===== config.mk =====
export PLATFORM = sky130hd
export DESIGN_NAME = rx_serial_fifo
export DESIGN_NICKNAME = d
export VERILOG_FILES = /design/src/rtl/rx_serial_fifo.sv
export SDC_FILE = /design/constraint.sdc
export NUM_CORES = 1
export LEC_CHECK = 0
export ABC_AREA = 0
export ABC_CLOCK_PERIOD_IN_PS = 3100
export CAP_MARGIN = 25
export CORE_MARGIN = 2
export CORE_UTILIZATION = 25
export DETAILED_ROUTE_END_ITERATION = 10
export GPL_ROUTABILITY_DRIVEN = 0
export GPL_TIMING_DRIVEN = 1
export PLACE_DENSITY = 0.4
export SKIP_LAST_GASP = 1
export SLEW_MARGIN = 20
export SYNTH_ARGS = -nofsm -noshare
export SYNTH_HDL_FRONTEND = slang
export SYNTH_SLANG_ARGS = --single-unit
export TNS_END_PERCENT = 1

===== constraint.sdc =====
create_clock -name clock -period 3.1 [get_ports clock]
set_input_delay 0.31 -clock clock [delete_from_list [all_inputs] [get_ports clock]]
set_output_delay 0.31 -clock clock [all_outputs]
set_load 0.005 [all_outputs]

===== src/rtl/rx_serial_fifo.sv =====
// rx_serial_fifo: receive buffer behind the UART RX datapath.
// Stores {parity_ok, data} per received word in a first-word-fall-through FIFO,
// with sticky overrun and parity-error flags so slow consumers never lose frames silently.
module rx_serial_fifo #(
    parameter int N_BITS          = 8,
    parameter int DEPTH           = 8,
    parameter int DROP_PARITY_ERR = 0
) (
    input  logic                       clock,
    input  logic                       reset,
    input  logic                       zera,
    input  logic                       wr_en,
    input  logic [N_BITS-1:0]          wr_data,
    input  logic                       wr_parity_ok,
    input  logic                       rd_en,
    output logic [N_BITS-1:0]          rd_data,
    output logic                       rd_parity_ok,
    output logic                       vazio,
    output logic                       cheio,
    output logic [$clog2(DEPTH):0]     contagem,
    output logic                       overrun,
    output logic                       erro_paridade
);

    localparam int PW     = $clog2(DEPTH);
    localparam int CW     = PW + 1;
    localparam bit DropEn = (DROP_PARITY_ERR != 0);

    logic [N_BITS:0]   mem_q [DEPTH];
    logic [PW-1:0]     wrPtr_q, wrPtr_d;
    logic [PW-1:0]     rdPtr_q, rdPtr_d;
    logic [CW-1:0]     count_q, count_d;
    logic              overrun_q, overrun_d;
    logic              parErr_q, parErr_d;

    logic              pop;
    logic              keep;
    logic              push;

    assign vazio = (count_q == '0);
    assign cheio = (count_q == CW'(DEPTH));

    // A pop only happens when there is something to pop; a push needs room, or a slot
    // freed by a same-cycle pop. Bad-parity words may be filtered out before storage.
    always_comb begin
        pop  = rd_en & ~vazio;
        keep = ~(DropEn & ~wr_parity_ok);
        push = wr_en & keep & (~cheio | pop);
    end

    // Next-state for pointers, occupancy and sticky flags; the sync clear overrides everything.
    always_comb begin
        wrPtr_d   = wrPtr_q;
        rdPtr_d   = rdPtr_q;
        count_d   = count_q;
        overrun_d = overrun_q;
        parErr_d  = parErr_q;
        if (zera) begin
            wrPtr_d   = '0;
            rdPtr_d   = '0;
            count_d   = '0;
            overrun_d = 1'b0;
            parErr_d  = 1'b0;
        end else begin
            if (push) begin
                wrPtr_d = wrPtr_q + PW'(1);
            end
            if (pop) begin
                rdPtr_d = rdPtr_q + PW'(1);
            end
            case ({push, pop})
                2'b10:   count_d = count_q + CW'(1);
                2'b01:   count_d = count_q - CW'(1);
                default: count_d = count_q;
            endcase
            if (wr_en & keep & cheio & ~pop) begin
                overrun_d = 1'b1;
            end
            if (wr_en & ~wr_parity_ok) begin
                parErr_d = 1'b1;
            end
        end
    end

    // Control state register with asynchronous clear.
    always_ff @(posedge clock or posedge reset) begin
        if (reset) begin
            wrPtr_q   <= '0;
            rdPtr_q   <= '0;
            count_q   <= '0;
            overrun_q <= 1'b0;
            parErr_q  <= 1'b0;
        end else begin
            wrPtr_q   <= wrPtr_d;
            rdPtr_q   <= rdPtr_d;
            count_q   <= count_d;
            overrun_q <= overrun_d;
            parErr_q  <= parErr_d;
        end
    end

    // Storage array; contents survive clears, only the pointers are reset.
    always_ff @(posedge clock) begin
        if (push && !zera) begin
            mem_q[wrPtr_q] <= {wr_parity_ok, wr_data};
        end
    end

    assign rd_data       = mem_q[rdPtr_q][N_BITS-1:0];
    assign rd_parity_ok  = mem_q[rdPtr_q][N_BITS];
    assign contagem      = count_q;
    assign overrun       = overrun_q;
    assign erro_paridade = parErr_q;

endmodule


==> out/qor.tcl, run 1 <==
set qor(run_status) {finished clean}
set qor(holdCritPathClass) {in -> async}
set qor(grt_most_used_layer) {met2}
set qor(globalRoute.totalOverflow) 0
set qor(drt-initial-drc-count) 119
set qor(top_cell_types_by_occurrence_after_synthesis) {sky130_fd_sc_hd__edfxtp_1, sky130_fd_sc_hd__nor2_1, sky130_fd_sc_hd__dfrtp_1}
set qor(leakagePower_uw) 0.00151
set qor(drc) 0
set qor(cts-htree-levels) 3
set qor(synthDominantAreaCellType) {sky130_fd_sc_hd__edfxtp_1}
set qor(switching_share) 0.269
set qor(grt.met1_usage) 0.143
set qor(clock_power_share) 0.304
set qor(total_power_uw) 3200
set qor(power_per_cell_area_mw_per_mm2) 722
set qor(gr-usage-met2) 0.155
set qor(gr-usage-met3) 0.0220
set qor(dieHeight_um) 124
set qor(die_area_mm2) 0.0154
set qor(routedWlPerCell_um) 16.6
set qor(drt-pass1-iter-count) 4
set qor(maximum_number_of_pins_on_one_net_before_global_route_repair) 21
set qor(final.setup_skew_ns) 0.00397
set qor(synthesis.area_per_instance_um2) 18.7
set qor(clock_latency_ns) 0.33
set qor(first_global_vias) 1826
set qor(setup_viol_count_final) 0
set qor(global_route_wire_length_before_repair_um) 11000
set qor(clockBufferDepth) 2
set qor(max_freq_ghz) 0.374
set qor(synthesis.nets) 211
set qor(postSynthRegisterBits) 84
set qor(antenna_left) 0
set qor(final_min_period_over_clock_period) 0.863
set qor(syn-cell-area_mm2) 0.00360
set qor(relative_max_transition_margin) 0.421
set qor(synth_sequential_area_ratio) 0.685
set qor(cts_tree) {done}
set qor(ys.warnings.count) 0
set qor(layout-drive-gt1-share) 0.219
set qor(cts_hold_buf) 0
set qor(post_cts.resized_instances) 0
set qor(critical_path_class) {reg -> out}
set qor(numPortBuffers) 30
set qor(share_comb_of_total_power) 0.276
set qor(row_count) 43
set qor(synthFlopType) {sky130_fd_sc_hd__edfxtp_1}
set qor(peak_supply_drop_v) 0.000251
set qor(dp_hpwl_um) 4370
set qor(reg2reg_to) {contagem[3]}
set qor(finalWirelength_um) 7020
set qor(synth-async-reset-ratio) 0.143
set qor(vias_per_cell) 4.28
set qor(start_util) 0.257
set qor(hold_ws_ns) 0.295
set qor(post-synth-top-area-fraction) 0.601
set qor(chipWidth_um) 124
set qor(synth.area.top_cells) {sky130_fd_sc_hd__edfxtp_1, sky130_fd_sc_hd__dfrtp_1, sky130_fd_sc_hd__mux4_1}
set qor(routed-via-count) 1807
set qor(syn-instance-count) 192
set qor(synth-edff-count) 72
set qor(ff2ff_path_depth) 8
set qor(number_of_post_cts_setup_repair_buffers) 0
set qor(core-area_mm2) 0.0140
set qor(crit_path_max_fanout) 20
set qor(numCtsBuffers) 9
set qor(r2r_slack_ns) 0.60
set qor(cp.arrival_ns) 2.37
set qor(yosys.cell_count.top_type) {sky130_fd_sc_hd__edfxtp_1}
set qor(switching_power_uw) 862
set qor(synth_unique_cells) 36
set qor(timing.critical_path.from_type) {register}
set qor(ctsRootBufferMaster) {sky130_fd_sc_hd__clkbuf_16}
set qor(power.sequential.fraction) 0.420
set qor(critPathRequiredTime_ns) 2.79
set qor(area_growth_pct) 23.4
set qor(crit-reg2reg-launch) {contagem[0]}
set qor(fin_tns_setup_ns) 0
set qor(num-nets-final) 256
set qor(post_layout_nonfiller_instances) 422
set qor(clk_pin_slew_ns) 0.06
set qor(timing_worst_slew_pin_value_ns) 0.866
set qor(internal-power_uw) 2340
set qor(post-route-min-period_ns) 2.68
set qor(final_hold_vios) 0
set qor(ant_diodes) 0
set qor(max_cap_viol_count) 0
set qor(setup.worst_path.end_class) {primary output}
set qor(ioPinCount) 31
set qor(cts.sinks) 84
set qor(place_inst) 405
set qor(antenna_found_initial) 0
set qor(timing.final.max_slew_violations) 0
set qor(gr-usage-all-layers) 0.102
set qor(rsz0062_at_grt) {no}
-- cell type report --
| class | instances | area (µm²) |
|---|---|---|
| fillers | 1367 | 9550 |
| flip-flops and latches | 84 | 2460 |
| multi-input cells | 95 | 1060 |
| repair buffers | 44 | 405 |
| clock buffers | 10 | 229 |
| well taps | 180 | 225 |
| clock inverters | 6 | 38.8 |
| inverters | 3 | 11.3 |
-- cell usage in the layout, fill, tap and decap left out, drive strengths merged --
| cell | n |
|---|---|
| clkinv | 5 |
| or3 | 1 |
| nor3 | 4 |
| mux4 | 18 |
| or2 | 1 |
| ha | 4 |
| nor4 | 3 |
| xnor2 | 3 |
| dfrtp | 12 |
| o211ai | 4 |
| nor2b | 1 |
| xor2 | 3 |
| fa | 1 |
| nor2 | 20 |
| nand3b | 1 |
| o311a | 1 |
| buf | 14 |
| and2 | 1 |
| a31oi | 2 |
| nand2 | 3 |
| edfxtp | 72 |
| clkbuf | 10 |
| a21oi | 2 |
| a211oi | 3 |
| o21ai | 3 |
| nand2b | 2 |
| inv | 4 |
| clkdlybuf4s50 | 30 |
| mux2i | 4 |
| mux2 | 10 |
-- cell families after synthesis --
logic type / count (synthesis) / share of synthesized area
AND/OR/NAND/NOR: 37 / 0.0480
buffers and inverters: 13 / 0.0226
adder cells (fa/ha/maj): 5 / 0.0195
AO/OA/AOI/OAI: 15 / 0.0365
XOR/XNOR: 6 / 0.0146
flip-flops: 84 / 0.685
multiplexers: 32 / 0.174
-- flip-flops by register name (all words and copies together), names as in the netlist --
register and count:
erro_paridade 1, rdPtr_q 3, mem_q 72, contagem 4, wrPtr_q 3, overrun 1
-- per-layer routing --
| metal | share of wire | vias to the layer above |
|---|---|---|
| met5 | 0 | - |
| met4 | 0.014 | 0 |
| met3 | 0.028 | 9 |
| met2 | 0.47 | 26 |
| met1 | 0.48 | 917 |
| li1 | - | 855 |
-- critical path: stages, from the launching register on --
cell	delay, ns
sky130_fd_sc_hd__dfrtp_1	0.32
sky130_fd_sc_hd__buf_4	0.35
sky130_fd_sc_hd__mux4_1	0.61
sky130_fd_sc_hd__mux2_4	0.30
sky130_fd_sc_hd__clkdlybuf4s50_1	0.45
-- worst max path at each step --
stage | cells past startpoint | slack, ns | startpoint | endpoint
after floorplan | 5 | 0.69 | contagem[0] | mem_q[0][0]
after global placement | 7 | 0.61 | wr_en | contagem[3]
after detailed placement | 7 | 0.56 | wr_en | contagem[3]
after CTS | 4 | 0.37 | rdPtr_q[0] | rd_data[2]
after global routing | 4 | 0.29 | rdPtr_q[0] | rd_data[2]
final | 4 | 0.42 | rdPtr_q[0] | rd_data[3]
-- per-stage QoR --
stage	cell area [µm²]	util	setup WS, ns
global route	4440	0.317	0.288
floorplan	3600	-	0.692
global placement	4160	0.297	0.607
detailed placement	4160	0.297	0.558
finish	4440	0.317	0.423
CTS	4430	0.317	0.369
-- power by group through the flow --
stage | Sequential (µW) | Combinational (µW) | Clock [µW]
finish | 1350 | 883 | 973
global route | 1360 | 972 | 1050
CTS | 1350 | 902 | 997
detailed placement | 1370 | 900 | 0
global placement | 1370 | 911 | 0
floorplan | 1350 | 612 | 0
Note: power is estimated with default switching activity, not from simulation.
==> run 2, diff against run 1 <==
- CORE_MARGIN: 2 -> 4
==> run 2 against run 1 <==
  * Cell area is 1.5% higher
  * Register-to-register slack hardly changed
  * Wire length up 3.2%
  * Critical path depth stayed put
  * Non-clock buffer count shrank 1
  * Cell count is 0.24% lower
  * Sequential share of layout area down 0.80 points
  * Die area grew 6.6%
  * First-iteration DRC count decreased by 24%
  * Worst setup slack got worse by 0.021 ns
  * Critical path type unchanged
==> out/qor.tcl, run 2 (synthesis results as in run 1) <==
set qor(post-route-min-period_ns) 2.70 ;# was 2.68 ns
set qor(crit_path_max_fanout) 20 ;# unchanged
set qor(maximum_number_of_pins_on_one_net_before_global_route_repair) 21 ;# unchanged
set qor(setup.worst_path.end_class) {primary output} ;# unchanged
set qor(share_comb_of_total_power) 0.256 ;# was 0.276
set qor(clk_pin_slew_ns) 0.06 ;# about the same
set qor(start_util) 0.257 ;# unchanged
set qor(final_design_area_no_fill_mm2) 0.00450 ;# was 0.00444 mm²
set qor(top_register) {mem_q} ;# unchanged
set qor(dieHeight_um) 128 ;# was 124 µm
set qor(cp.arrival_ns) 2.39 ;# was 2.37 ns
set qor(largest_reg_flops) 72 ;# unchanged
set qor(timing.final.max_slew_violations) 0 ;# unchanged
set qor(drt-initial-drc-count) 91 ;# was 119
set qor(final_cell_mix) {sky130_fd_sc_hd__edfxtp_1, sky130_fd_sc_hd__clkdlybuf4s50_1, sky130_fd_sc_hd__nor2_1} ;# unchanged
set qor(numCtsBuffers) 9 ;# unchanged
set qor(holdCritPathClass) {in -> async} ;# unchanged
set qor(rsz0062_at_grt) {no} ;# unchanged
set qor(vias_per_cell) 4.38 ;# was 4.28
set qor(num-nets-final) 255 ;# was 256
set qor(relative_max_transition_margin) 0.390 ;# was 0.421
set qor(drt-pass1-iter-count) 4 ;# unchanged
set qor(switching_power_uw) 874 ;# was 862 µW
set qor(run_status) {finished clean} ;# unchanged
set qor(power_per_cell_area_mw_per_mm2) 769 ;# was 722 mW/mm²
set qor(final_min_period_over_clock_period) 0.870 ;# was 0.863
set qor(globalRoute.totalOverflow) 0 ;# unchanged
set qor(clock_power_share) 0.355 ;# was 0.304
set qor(row_count) 43 ;# unchanged
set qor(number_of_post_cts_setup_repair_buffers) 0 ;# unchanged
set qor(die_area_mm2) 0.0164 ;# was 0.0154 mm²
set qor(ant_diodes) 0 ;# unchanged
set qor(core-area_mm2) 0.0140 ;# unchanged
set qor(first_global_vias) 1973 ;# was 1,826
set qor(max_cap_viol_count) 0 ;# unchanged
set qor(fin_tns_setup_ns) 0 ;# unchanged
set qor(cts-htree-levels) 3 ;# unchanged
set qor(detailedPlace.worstSlack_ns) 0.386 ;# was 0.558 ns
set qor(timing_worst_slew_pin_value_ns) 0.912 ;# was 0.866 ns
set qor(cts_tree) {done} ;# unchanged
set qor(internal-power_uw) 2590 ;# was 2340 µW
set qor(gr-usage-all-layers) 0.0966 ;# was 0.102
set qor(setup_viol_count_final) 0 ;# unchanged
set qor(routed-via-count) 1844 ;# was 1,807
set qor(numPortBuffers) 30 ;# unchanged
set qor(leakagePower_uw) 0.00154 ;# was 0.00151 µW
set qor(clockBufferDepth) 2 ;# unchanged
set qor(switching_share) 0.253 ;# was 0.269
set qor(routedWlPerCell_um) 17.2 ;# was 16.6 µm
set qor(cts.sinks) 84 ;# unchanged
set qor(layout-drive-gt1-share) 0.220 ;# was 0.219
set qor(chipWidth_um) 128 ;# was 124 µm
set qor(hold_ws_ns) 0.313 ;# was 0.295 ns
set qor(global_route_wire_length_before_repair_um) 11700 ;# was 11,000 µm
set qor(finalWirelength_um) 7250 ;# was 7020 µm
set qor(worst_slack_ns) 0.402 ;# was 0.423 ns
set qor(peak_supply_drop_v) 0.000229 ;# was 0.000251 V
set qor(critPathRequiredTime_ns) 2.79 ;# about the same
set qor(ioPinCount) 31 ;# unchanged
set qor(ctsRootBufferMaster) {sky130_fd_sc_hd__clkbuf_16} ;# unchanged
set qor(clock_latency_ns) 0.33 ;# about the same
set qor(antenna_found_initial) 0 ;# unchanged
set qor(drc) 0 ;# unchanged
set qor(critical_path_class) {reg -> out} ;# unchanged
set qor(ff2ff_path_depth) 8 ;# unchanged
set qor(dp_hpwl_um) 4670 ;# was 4370 µm
set qor(timing.critical_path.from_type) {register} ;# unchanged
set qor(utilization) 0.322 ;# was 0.317
set qor(post_cts.resized_instances) 0 ;# unchanged
set qor(max_freq_ghz) 0.371 ;# was 0.374 GHz
set qor(final.setup_skew_ns) 0.00538 ;# was 0.00397 ns
set qor(cts_hold_buf) 0 ;# unchanged
set qor(area_growth_pct) 25.2 ;# was 23.4%
set qor(power.sequential.fraction) 0.389 ;# was 0.420
set qor(final_hold_vios) 0 ;# unchanged
set qor(most_common_cell_after_layout_fill_and_taps_aside) {sky130_fd_sc_hd__edfxtp_1} ;# unchanged
set qor(dpl-instance-area_mm2) 0.00416 ;# unchanged
set qor(antenna_left) 0 ;# unchanged
## run 2: final cells by class
cell class	instances	area, µm²
Clock buffer	11	233
Clock inverter	5	108
Fill cell	1363	9490
Inverter	3	11.3
Multi-Input combinational cell	95	1060
Sequential cell	84	2460
Tap cell	180	225
Timing Repair Buffer	43	398
## run 2: worst paths after layout
path                                from       endpoint  slack [ns]
max                           rdPtr_q[0]     rd_data[4]        0.40
min                                reset    contagem[2]        0.31
max reg2reg                  contagem[0]    contagem[3]        0.61
min reg2reg                erro_paridade  erro_paridade        0.50
max in group asynchronous          reset     wrPtr_q[2]        2.44
min in group clock         erro_paridade  erro_paridade        0.50
## run 2: power groups by stage
stage	Sequential, µW	Combinational, µW	Clock [µW]
floorplan	1350	612	0
global placement	1370	914	0
detailed placement	1370	911	0
CTS	1350	912	1260
global route	1360	969	1310
finish	1350	887	1230
## run 2: per-layer routing
metal | global-route usage | wire [µm] | up-vias
met1 | 0.126 | 3370 | 945
met3 | 0.0171 | 220 | 13
li1 | - | - | 857
met4 | 0.0524 | 196 | 0
met2 | 0.152 | 3460 | 29
met5 | 0 | 0 | -
## run 2: worst max-delay path: stages, from the launching register on
cell and delay (ns):
sky130_fd_sc_hd__dfrtp_1 0.32, sky130_fd_sc_hd__buf_4 0.36, sky130_fd_sc_hd__mux4_1 0.65, sky130_fd_sc_hd__mux2_4 0.28, sky130_fd_sc_hd__clkdlybuf4s50_1 0.44
## run 2: per-stage QoR
| step | total power [µW] | cells |
|---|---|---|
| after floorplan | 1960 | 192 |
| after global routing | 3630 | 421 |
| after detailed placement | 2280 | 405 |
| after CTS | 3520 | 421 |
| after global placement | 2290 | 405 |
| final | 3460 | 421 |
==> run 3, diff against run 2 <==
- CORE_UTILIZATION: 25 -> 45
- PLACE_DENSITY: 0.4 -> 0.64
- TNS_END_PERCENT: 1 -> 50
==> run 3 against run 2 <==
  * Utilization rose by 22 points
  * Clock power fell by 44%
  * Critical path type unchanged
  * Hold slack got worse by 0.045 ns
  * Non-clock buffer count fell by 1
  * Sequential cell count did not move
  * Maximum frequency fell by 1.8%
  * Wire length fell by 17%
  * Clock skew rose by 0.0055 ns
  * First-iteration DRC count fell by 32%
  * Largest cell class unchanged
  * Combinational power fell by 5.3%
==> out/qor.tcl, run 3 (synthesis results as in run 1) <==
set qor(run_status) {finished clean} ;# unchanged
set qor(antenna_found_initial) 0 ;# unchanged
set qor(max_freq_ghz) 0.364 ;# was 0.371 GHz
set qor(max_cap_viol_count) 0 ;# unchanged
set qor(dieHeight_um) 97.4 ;# was 128 µm
set qor(clock_latency_ns) 0.34 ;# was 0.33 ns
set qor(die_area_mm2) 0.00948 ;# was 0.0164 mm²
set qor(finalWirelength_um) 6000 ;# was 7250 µm
set qor(crit_path_max_fanout) 18 ;# was 20
set qor(multi_input_comb_area_mm2) 0.00106 ;# unchanged
set qor(globalRoute.totalOverflow) 0 ;# unchanged
set qor(row_count) 32 ;# was 43
set qor(r2r_slack_ns) 0.64 ;# was 0.61 ns
set qor(critPathBufInv) 2 ;# unchanged
set qor(relative_max_transition_margin) 0.383 ;# was 0.390
set qor(holdCritPathClass) {in -> async} ;# unchanged
set qor(top_register) {mem_q} ;# unchanged
set qor(rsz0062_at_grt) {no} ;# unchanged
set qor(critical-path-slowest-cell) {sky130_fd_sc_hd__mux4_1} ;# unchanged
set qor(post_cts.resized_instances) 0 ;# unchanged
set qor(switching_power_uw) 785 ;# was 874 µW
set qor(num-nets-final) 254 ;# was 255
set qor(peak_supply_drop_v) 0.000292 ;# was 0.000229 V
set qor(setup_viol_count_final) 0 ;# unchanged
set qor(fin_tns_setup_ns) 0 ;# unchanged
set qor(crit-reg2reg-launch) {contagem[0]} ;# unchanged
set qor(cp.arrival_ns) 2.44 ;# was 2.39 ns
set qor(leakagePower_uw) 0.00146 ;# was 0.00154 µW
set qor(cts-htree-levels) 3 ;# unchanged
set qor(core-area_mm2) 0.00777 ;# was 0.0140 mm²
set qor(clk_pin_slew_ns) 0.08 ;# was 0.06 ns
set qor(worst_slack_ns) 0.353 ;# was 0.402 ns
set qor(timing.final.max_slew_violations) 0 ;# unchanged
set qor(cts.sinks) 84 ;# unchanged
set qor(critical_path_class) {reg -> out} ;# unchanged
set qor(final.setup_skew_ns) 0.0109 ;# was 0.00538 ns
set qor(ioPinCount) 31 ;# unchanged
set qor(share_comb_of_total_power) 0.292 ;# was 0.256
set qor(dp_hpwl_um) 3920 ;# was 4670 µm
set qor(cts_tree) {done} ;# unchanged
set qor(area_growth_pct) 17.7 ;# was 25.2%
set qor(critPathRequiredTime_ns) 2.79 ;# about the same
set qor(power_per_cell_area_mw_per_mm2) 679 ;# was 769 mW/mm²
set qor(ff2ff_path_depth) 8 ;# unchanged
set qor(area_used_by_sequential_logic_in_the_layout_mm2) 0.00246 ;# unchanged
set qor(vias_per_cell) 5.25 ;# was 4.38
set qor(numCtsBuffers) 9 ;# unchanged
set qor(global_route_wire_length_before_repair_um) 9830 ;# was 11,700 µm
set qor(numPortBuffers) 30 ;# unchanged
set qor(clockBufferDepth) 2 ;# unchanged
set qor(drc) 0 ;# unchanged
set qor(critical-path-max-stage-delay_ns) 0.62 ;# was 0.65 ns
set qor(clock_power_share) 0.239 ;# was 0.355
set qor(cpLargestDelayFamily) {multiplexers} ;# unchanged
set qor(first_global_vias) 1867 ;# was 1,973
set qor(start_util) 0.463 ;# was 0.257
set qor(timing.critical_path.from_type) {register} ;# unchanged
set qor(final_cell_mix) {sky130_fd_sc_hd__edfxtp_1, sky130_fd_sc_hd__clkdlybuf4s50_1, sky130_fd_sc_hd__nor2_1} ;# unchanged
set qor(drt-pass1-iter-count) 4 ;# unchanged
set qor(drt-initial-drc-count) 62 ;# was 91
set qor(cts_hold_buf) 0 ;# unchanged
set qor(layout-drive-gt1-share) 0.225 ;# was 0.220
set qor(timing_worst_slew_pin_value_ns) 0.921 ;# was 0.912 ns
set qor(post-route-min-period_ns) 2.75 ;# was 2.70 ns
set qor(ant_diodes) 0 ;# unchanged
set qor(chipWidth_um) 97.4 ;# was 128 µm
set qor(cell_by_cell_listing_of_the_critical_path) {buf_4 > mux4_1 > mux2_4 > clkdlybuf4s50_1} ;# unchanged
set qor(power.sequential.fraction) 0.469 ;# was 0.389
set qor(internal-power_uw) 2090 ;# was 2590 µW
set qor(detailedPlace.worstSlack_ns) 0.474 ;# was 0.386 ns
set qor(largest_reg_flops) 72 ;# unchanged
set qor(antenna_left) 0 ;# unchanged
set qor(maximum_number_of_pins_on_one_net_before_global_route_repair) 19 ;# was 21
set qor(final_min_period_over_clock_period) 0.886 ;# was 0.870
set qor(routedWlPerCell_um) 17.6 ;# was 17.2 µm
set qor(reg2reg_to) {contagem[3]} ;# unchanged
set qor(final.fill_count) 616 ;# was 1,363
set qor(gr-usage-all-layers) 0.136 ;# was 0.0966
set qor(setup.worst_path.end_class) {primary output} ;# unchanged
set qor(switching_share) 0.273 ;# was 0.253
set qor(number_of_post_cts_setup_repair_buffers) 0 ;# unchanged
set qor(most_common_cell_after_layout_fill_and_taps_aside) {sky130_fd_sc_hd__edfxtp_1} ;# unchanged
set qor(routed-via-count) 1796 ;# was 1,844
set qor(utilization) 0.545 ;# was 0.322
set qor(ctsRootBufferMaster) {sky130_fd_sc_hd__clkbuf_8} ;# was sky130_fd_sc_hd__clkbuf_16
set qor(final_hold_vios) 0 ;# unchanged
[run 3: how the worst max path moves through the flow]
stage	from	to	slack [ns]	depth (start not counted)
2_1_floorplan	contagem[0]	mem_q[0][0]	0.69	5
5_1_grt	rdPtr_q[0]	rd_data[4]	0.24	4
3_3_place_gp	rd_en	contagem[3]	0.49	8
6_report	rdPtr_q[0]	rd_parity_ok	0.35	4
3_5_place_dp	rd_en	contagem[3]	0.47	8
4_1_cts	rdPtr_q[0]	rd_parity_ok	0.30	4
[run 3: cell type report]
cell class	count	area share
inverter	3	0.00266
sequential	84	0.582
tap	102	0.0301
timing repair buffer	42	0.0922
clock inverter	6	0.00946
clock buffer	10	0.0325
multi-input combinational	95	0.251
[run 3: power groups by stage]
stage                     combinational, µW  sequential, µW  clock [µW]
after floorplan                         612            1350           0
after global placement                  857            1370           0
after detailed placement                858            1370           0
after CTS                               859            1350         708
after global routing                    911            1360         760
final                                   840            1350         686
[run 3: through the flow]
step	area [µm²]	std cells	power (µW)	hold WS [ns]
after floorplan	3600	192	1960	0.175
after global placement	4060	326	2230	0.492
after detailed placement	4060	326	2230	0.500
after CTS	4230	342	2920	0.283
after global routing	4230	342	3030	0.318
final	4230	342	2870	0.269
[run 3: layer usage]
layer / GRT usage / routed length (µm)
met4: 0.0607 / 53
met2: 0.218 / 3120
met5: 0 / 0
met1: 0.182 / 2650
met3: 0.0230 / 183
